<file path="config.mk">
export PLATFORM = sky130hd
export DESIGN_NAME = fetch_stage
export DESIGN_NICKNAME = d
export VERILOG_FILES = /design/src/rtl/cpu_pkg.sv /design/src/rtl/fd_pipe_reg.sv /design/src/rtl/fetch_stage.sv
export SDC_FILE = /design/constraint.sdc
export NUM_CORES = 1
export LEC_CHECK = 0
export CORE_MARGIN = 4
export CORE_UTILIZATION = 30
export CTS_CLUSTER_DIAMETER = 200
export DETAILED_ROUTE_END_ITERATION = 6
export GPL_TIMING_DRIVEN = 1
export PLACE_DENSITY_LB_ADDON = 0.12
export SLEW_MARGIN = 20
export SYNTH_ARGS = -nofsm -noshare
export SYNTH_HDL_FRONTEND = slang
export SYNTH_SLANG_ARGS = --single-unit
</file>
<file path="constraint.sdc">
create_clock -name clk -period 2.8 [get_ports clk]
set_clock_uncertainty 0.2 [all_clocks]
set_input_delay 0.56 -clock clk [delete_from_list [all_inputs] [get_ports clk]]
set_output_delay 0.56 -clock clk [all_outputs]
set_load 0.05 [all_outputs]
</file>
<file path="src/rtl/cpu_pkg.sv">
// Shared CPU pipeline definitions: reset/memory defaults and the F/D register payload.
package cpu_pkg;

    localparam logic [31:0] PC_RESET_DEF = 32'h0000_3000;
    localparam logic [31:0] IM_BASE_DEF  = 32'h0000_3000;
    localparam int          IM_WORDS_DEF = 4096;

    localparam logic [31:0] NOP_INSTR = 32'h0000_0000;

    typedef struct packed {
        logic [31:0] instr;
        logic [31:0] pc;
        logic        adel;
    } fd_reg_t;

endpackage

</file>
<file path="src/rtl/fd_pipe_reg.sv">
// Generic pipeline register for fd_reg_t with synchronous clear (priority) and hold.
module fd_pipe_reg
    import cpu_pkg::*;
#(
    parameter fd_reg_t CLR_VAL = '0
) (
    input  logic    clk,
    input  logic    clr_i,
    input  logic    hold_i,
    input  fd_reg_t d_i,
    output fd_reg_t q_o
);

    fd_reg_t data_q;

    always_ff @(posedge clk) begin
        if (clr_i) begin
            data_q <= CLR_VAL;
        end else if (!hold_i) begin
            data_q <= d_i;
        end
    end

    assign q_o = data_q;

endmodule

</file>
<file path="src/rtl/fetch_stage.sv">
// F-stage: PC register, next-PC select, fetch legality check and F/D register.
// Optional performance counters are enabled by defining FETCH_PERF_CNT_EN.
module fetch_stage
    import cpu_pkg::*;
#(
    parameter logic [31:0] PC_RESET = PC_RESET_DEF,
    parameter logic [31:0] IM_BASE  = IM_BASE_DEF,
    parameter int          IM_WORDS = IM_WORDS_DEF
) (
    input  logic        clk,
    input  logic        reset,
    input  logic        stallPC,
    input  logic        stallID,
    input  logic        redirect_D,
    input  logic [31:0] target_D,
    output logic [31:0] im_addr,
    input  logic [31:0] im_rdata,
    output logic [31:0] PC_F,
    output logic [31:0] Instr_D,
    output logic [31:0] PC_D,
`ifdef FETCH_PERF_CNT_EN
    output logic [31:0] stall_cycles,
    output logic [31:0] redirect_cnt,
    output logic [31:0] fetch_cnt,
`endif
    output logic        adel_D
);

    // End bound kept one bit wider so IM_BASE + 4*IM_WORDS cannot wrap.
    localparam logic [32:0] IM_END = {1'b0, IM_BASE} + 33'(4 * IM_WORDS);

    logic [31:0] pc_q;
    logic [31:0] pc_d;
    logic        illegal_f;
    fd_reg_t     fd_d;
    fd_reg_t     fd_q;

    // A stalled PC ignores redirect; the branch re-presents it after release.
    always_comb begin
        pc_d = pc_q + 32'd4;
        if (stallPC) begin
            pc_d = pc_q;
        end else if (redirect_D) begin
            pc_d = target_D;
        end
    end

    always_ff @(posedge clk) begin
        if (reset) begin
            pc_q <= PC_RESET;
        end else begin
            pc_q <= pc_d;
        end
    end

    assign illegal_f = (pc_q[1:0] != 2'b00)
                     | (pc_q < IM_BASE)
                     | ({1'b0, pc_q} >= IM_END);

    always_comb begin
        fd_d.instr = illegal_f ? NOP_INSTR : im_rdata;
        fd_d.pc    = pc_q;
        fd_d.adel  = illegal_f;
    end

    fd_pipe_reg #(
        .CLR_VAL('{instr: NOP_INSTR, pc: PC_RESET, adel: 1'b0})
    ) u_fd_reg (
        .clk   (clk),
        .clr_i (reset),
        .hold_i(stallID),
        .d_i   (fd_d),
        .q_o   (fd_q)
    );

    assign im_addr = pc_q;
    assign PC_F    = pc_q;
    assign Instr_D = fd_q.instr;
    assign PC_D    = fd_q.pc;
    assign adel_D  = fd_q.adel;

`ifdef FETCH_PERF_CNT_EN
    logic [31:0] stall_cnt_q;
    logic [31:0] redir_cnt_q;
    logic [31:0] fetch_cnt_q;

    function automatic logic [31:0] sat_inc(input logic [31:0] v, input logic en);
        if (en && (v != 32'hFFFF_FFFF)) begin
            return v + 32'd1;
        end
        return v;
    endfunction

    always_ff @(posedge clk) begin
        if (reset) begin
            stall_cnt_q <= 32'd0;
            redir_cnt_q <= 32'd0;
            fetch_cnt_q <= 32'd0;
        end else begin
            stall_cnt_q <= sat_inc(stall_cnt_q, stallPC);
            redir_cnt_q <= sat_inc(redir_cnt_q, redirect_D & ~stallPC);
            fetch_cnt_q <= sat_inc(fetch_cnt_q, ~stallPC);
        end
    end

    assign stall_cycles = stall_cnt_q;
    assign redirect_cnt = redir_cnt_q;
    assign fetch_cnt    = fetch_cnt_q;
`endif

endmodule

</file>
==> results_dict.tcl <==
set metrics [dict create \
    hold_class "reg2reg" \
    die_h_um 135 \
    drtIter0Drc 229 \
    path_cells "clkdlybuf4s50_1" \
    ctsResizeCount 0 \
    postCtsHoldBufs 0 \
    ant_nets 0 \
    cap_violations 0 \
    rows 46 \
    dieArea_um2 18300 \
    design_area_um2 6880 \
    synth_ff_type "dfxtp_1" \
    yosysTopAreaCellShare 0.401 \
    hold_violations 0 \
    antenna_cells 0 \
    path_depth 1 \
    grt_usage 0.164 \
    gp_congestion 0.801 \
    cp_slowest_cell "clkdlybuf4s50_1" \
    rrSetupSlack_ns 0.33 \
    powerDensity_nw_per_um2 530 \
    drt-total-wl_mm 15.2 \
    setup_tns_ns 0 \
    grt_max_degree 95 \
    numCtsBuffers 9 \
    synth_edf_count 0 \
    maxSlewViolCount 0 \
    num_vias 4381 \
    finalCritPeriodShare 0.910 \
    ys_types 47 \
    final_nets 762 \
    yosysTopAreaCell "dfxtp_1" \
    finish.utilization 0.435 \
    port_buffers 197 \
    fill_cells 1575 \
    remaining_drc_errors 0 \
    syn_nets 648 \
    finalSetupViolations 0 \
    ys_ff_latch 97 \
    crit_path_start_kind "register" \
    syn_avg_cell_area_um2 8.40 \
    htreeDepth 3 \
    rr_worst_depth 7 \
    met2_usage 0.278 \
    top_usage_layer "met2" \
    min_path_cells 2 \
    status "finished, final reports clean" \
    use_met3 0.0417 \
    arrival_ns 1.79 \
    crit_fanout 7 \
    use_met1 0.200 \
    first_pass_iters 5 \
    start_util 0.306 \
    grt_antenna_before_repair 0 \
    grt_pass1_wl_mm 23.6 \
    core_um2 15800 \
    vias_per_cell 4.80 \
    synth_seq_area_share 0.401 \
    syn_to_final_growth_pct 41.9 \
    synthArstFlopShare 0 \
    path_class "reg2out" \
    syn_inst 577 \
    critPathCaptureType "output port" \
    dp_hpwl_mm 10.8 \
    postCtsSetupBuffers 0 \
    cts_tree "yes" \
    die_w_um 135 \
    synth.area.top_cells "dfxtp_1 40%, buf_4 10%, mux2i_1 7.8%, nor2_1 7.0%, a22oi_1 5.9%" \
    period_minus_slack_ns 2.55 \
    globalRouteOverflowTotal 0 \
    critical_path.top_delay_family "buffers and inverters" \
    crit_required_ns 2.04 \
    critPathMaxStageDelay_ns 0.88 \
    clkTransAtPathRegs_ns 0.07 \
    clock_latency_ns 0.35 \
    root_buffer "clkbuf_16" \
    tightest_slew_ns 0.919 \
    drive_gt1_frac 0.0690 \
    placed_cell_area_um2 6560 \
    critPathBufInv 1 \
    ys_warn_count 0 \
    max_slew_margin 0.387 \
    fmax_mhz 393 \
    clock-sinks 97 \
    clock_path_buffers 2 \
    netlist_area_um2 4850 \
    wl_per_cell_um 16.7 \
    rsz0062_at_grt "no" \
    ir_drop_uv 269 \
    boundaryPins 198 \
    leakagePower_uw 0.00255 \
    first_global_vias 4381 \
]
## where the power goes
part           internal, uW  switching, uW
combinational           307            484
clock                   787            563
sequential             1430           71.0
total                  2530           1120
## layout make-up
cell class	count	area, um^2	area share
Clock inverter	6	90.1	0.0131
Inverter	7	26.3	0.00382
Sequential cell	97	1940	0.282
Timing Repair Buffer	214	2110	0.306
Clock buffer	10	229	0.0333
Multi-Input combinational cell	362	2210	0.322
Tap cell	216	270	0.0393
## synthesized netlist by cell type, types with 10 or more instances
| cell type | instances |
|---|---|
| dfxtp_1 | 97 |
| nor2_1 | 91 |
| buf_4 | 65 |
| a22oi_1 | 38 |
| mux2i_1 | 38 |
| clkbuf_1 | 35 |
| nand2_1 | 33 |
| a21oi_1 | 31 |
| o21ai_0 | 17 |
| nand3_1 | 13 |
| nand4_1 | 10 |
## registers in the layout, indices dropped and copies added (netlist names)
name          count
PC_F             32
u_fd_reg.q_o     65
## path summary, 6_finish.rpt
check	startpoint	end
hold reg to reg	u_fd_reg.q_o[14]$_SDFFE_PP1N_	u_fd_reg.q_o[14]$_SDFFE_PP1N_
setup / recovery	PC_F[12]$_SDFFE_PP1N_	im_addr[12]
setup reg to reg	PC_F[2]$_SDFFE_PP0N_	PC_F[26]$_SDFFE_PP0N_
hold / removal	u_fd_reg.q_o[14]$_SDFFE_PP1N_	u_fd_reg.q_o[14]$_SDFFE_PP1N_
## metrics by stage
| stage | setup WS [ns] | std cells | power (uW) | hold WS [ns] |
|---|---|---|---|---|
| after floorplan | 0.802 | 577 | 2070 | 0.274 |
| after global placement | 0.374 | 896 | 2330 | 0.259 |
| after detailed placement | 0.374 | 896 | 2330 | 0.269 |
| after CTS | 0.193 | 912 | 3700 | 0.285 |
| after global routing | 0.165 | 912 | 3800 | 0.330 |
| final | 0.253 | 912 | 3640 | 0.284 |
## placed cells by master, fill, tap and decap left out, types with 3 or more instances in the layout
cell | netlist | final
clkdlybuf4s50_1 | 0 | 195
dfxtp_1 | 97 | 97
nor2_1 | 91 | 91
a22oi_1 | 38 | 38
mux2i_1 | 38 | 38
nand2_1 | 33 | 33
a21oi_1 | 31 | 31
buf_4 | 65 | 18
o21ai_0 | 17 | 17
nand3_1 | 13 | 13
nand4_1 | 10 | 10
clkbuf_16 | 0 | 9
a31oi_1 | 8 | 8
inv_1 | 7 | 7
nor4_1 | 7 | 7
nor3_1 | 7 | 7
and3_1 | 6 | 6
o22ai_1 | 6 | 6
a21o_1 | 5 | 5
nor2b_1 | 4 | 4
a211oi_1 | 4 | 4
nor4_4 | 3 | 3
or3_1 | 3 | 3
a32o_1 | 3 | 3
## routing by layer
layer | vias up | part of all wire
met5 | - | 0
met4 | 0 | 0.021
met3 | 18 | 0.054
met2 | 126 | 0.49
met1 | 2058 | 0.43
li1 | 2179 | -
## cell families (layout without fill, tap and decap cells)
group	count (synthesis)	in the layout	synth area share
AO/OA/AOI/OAI	124	124	0.166
XOR/XNOR	1	1	0.00181
adder cells (fa/ha/maj)	2	2	0.00516
buffers and inverters	118	237	0.144
flip-flops	97	97	0.401
multiplexers	39	39	0.0808
AND/OR/NAND/NOR	196	196	0.202
(Power assumes the default switching activity.)
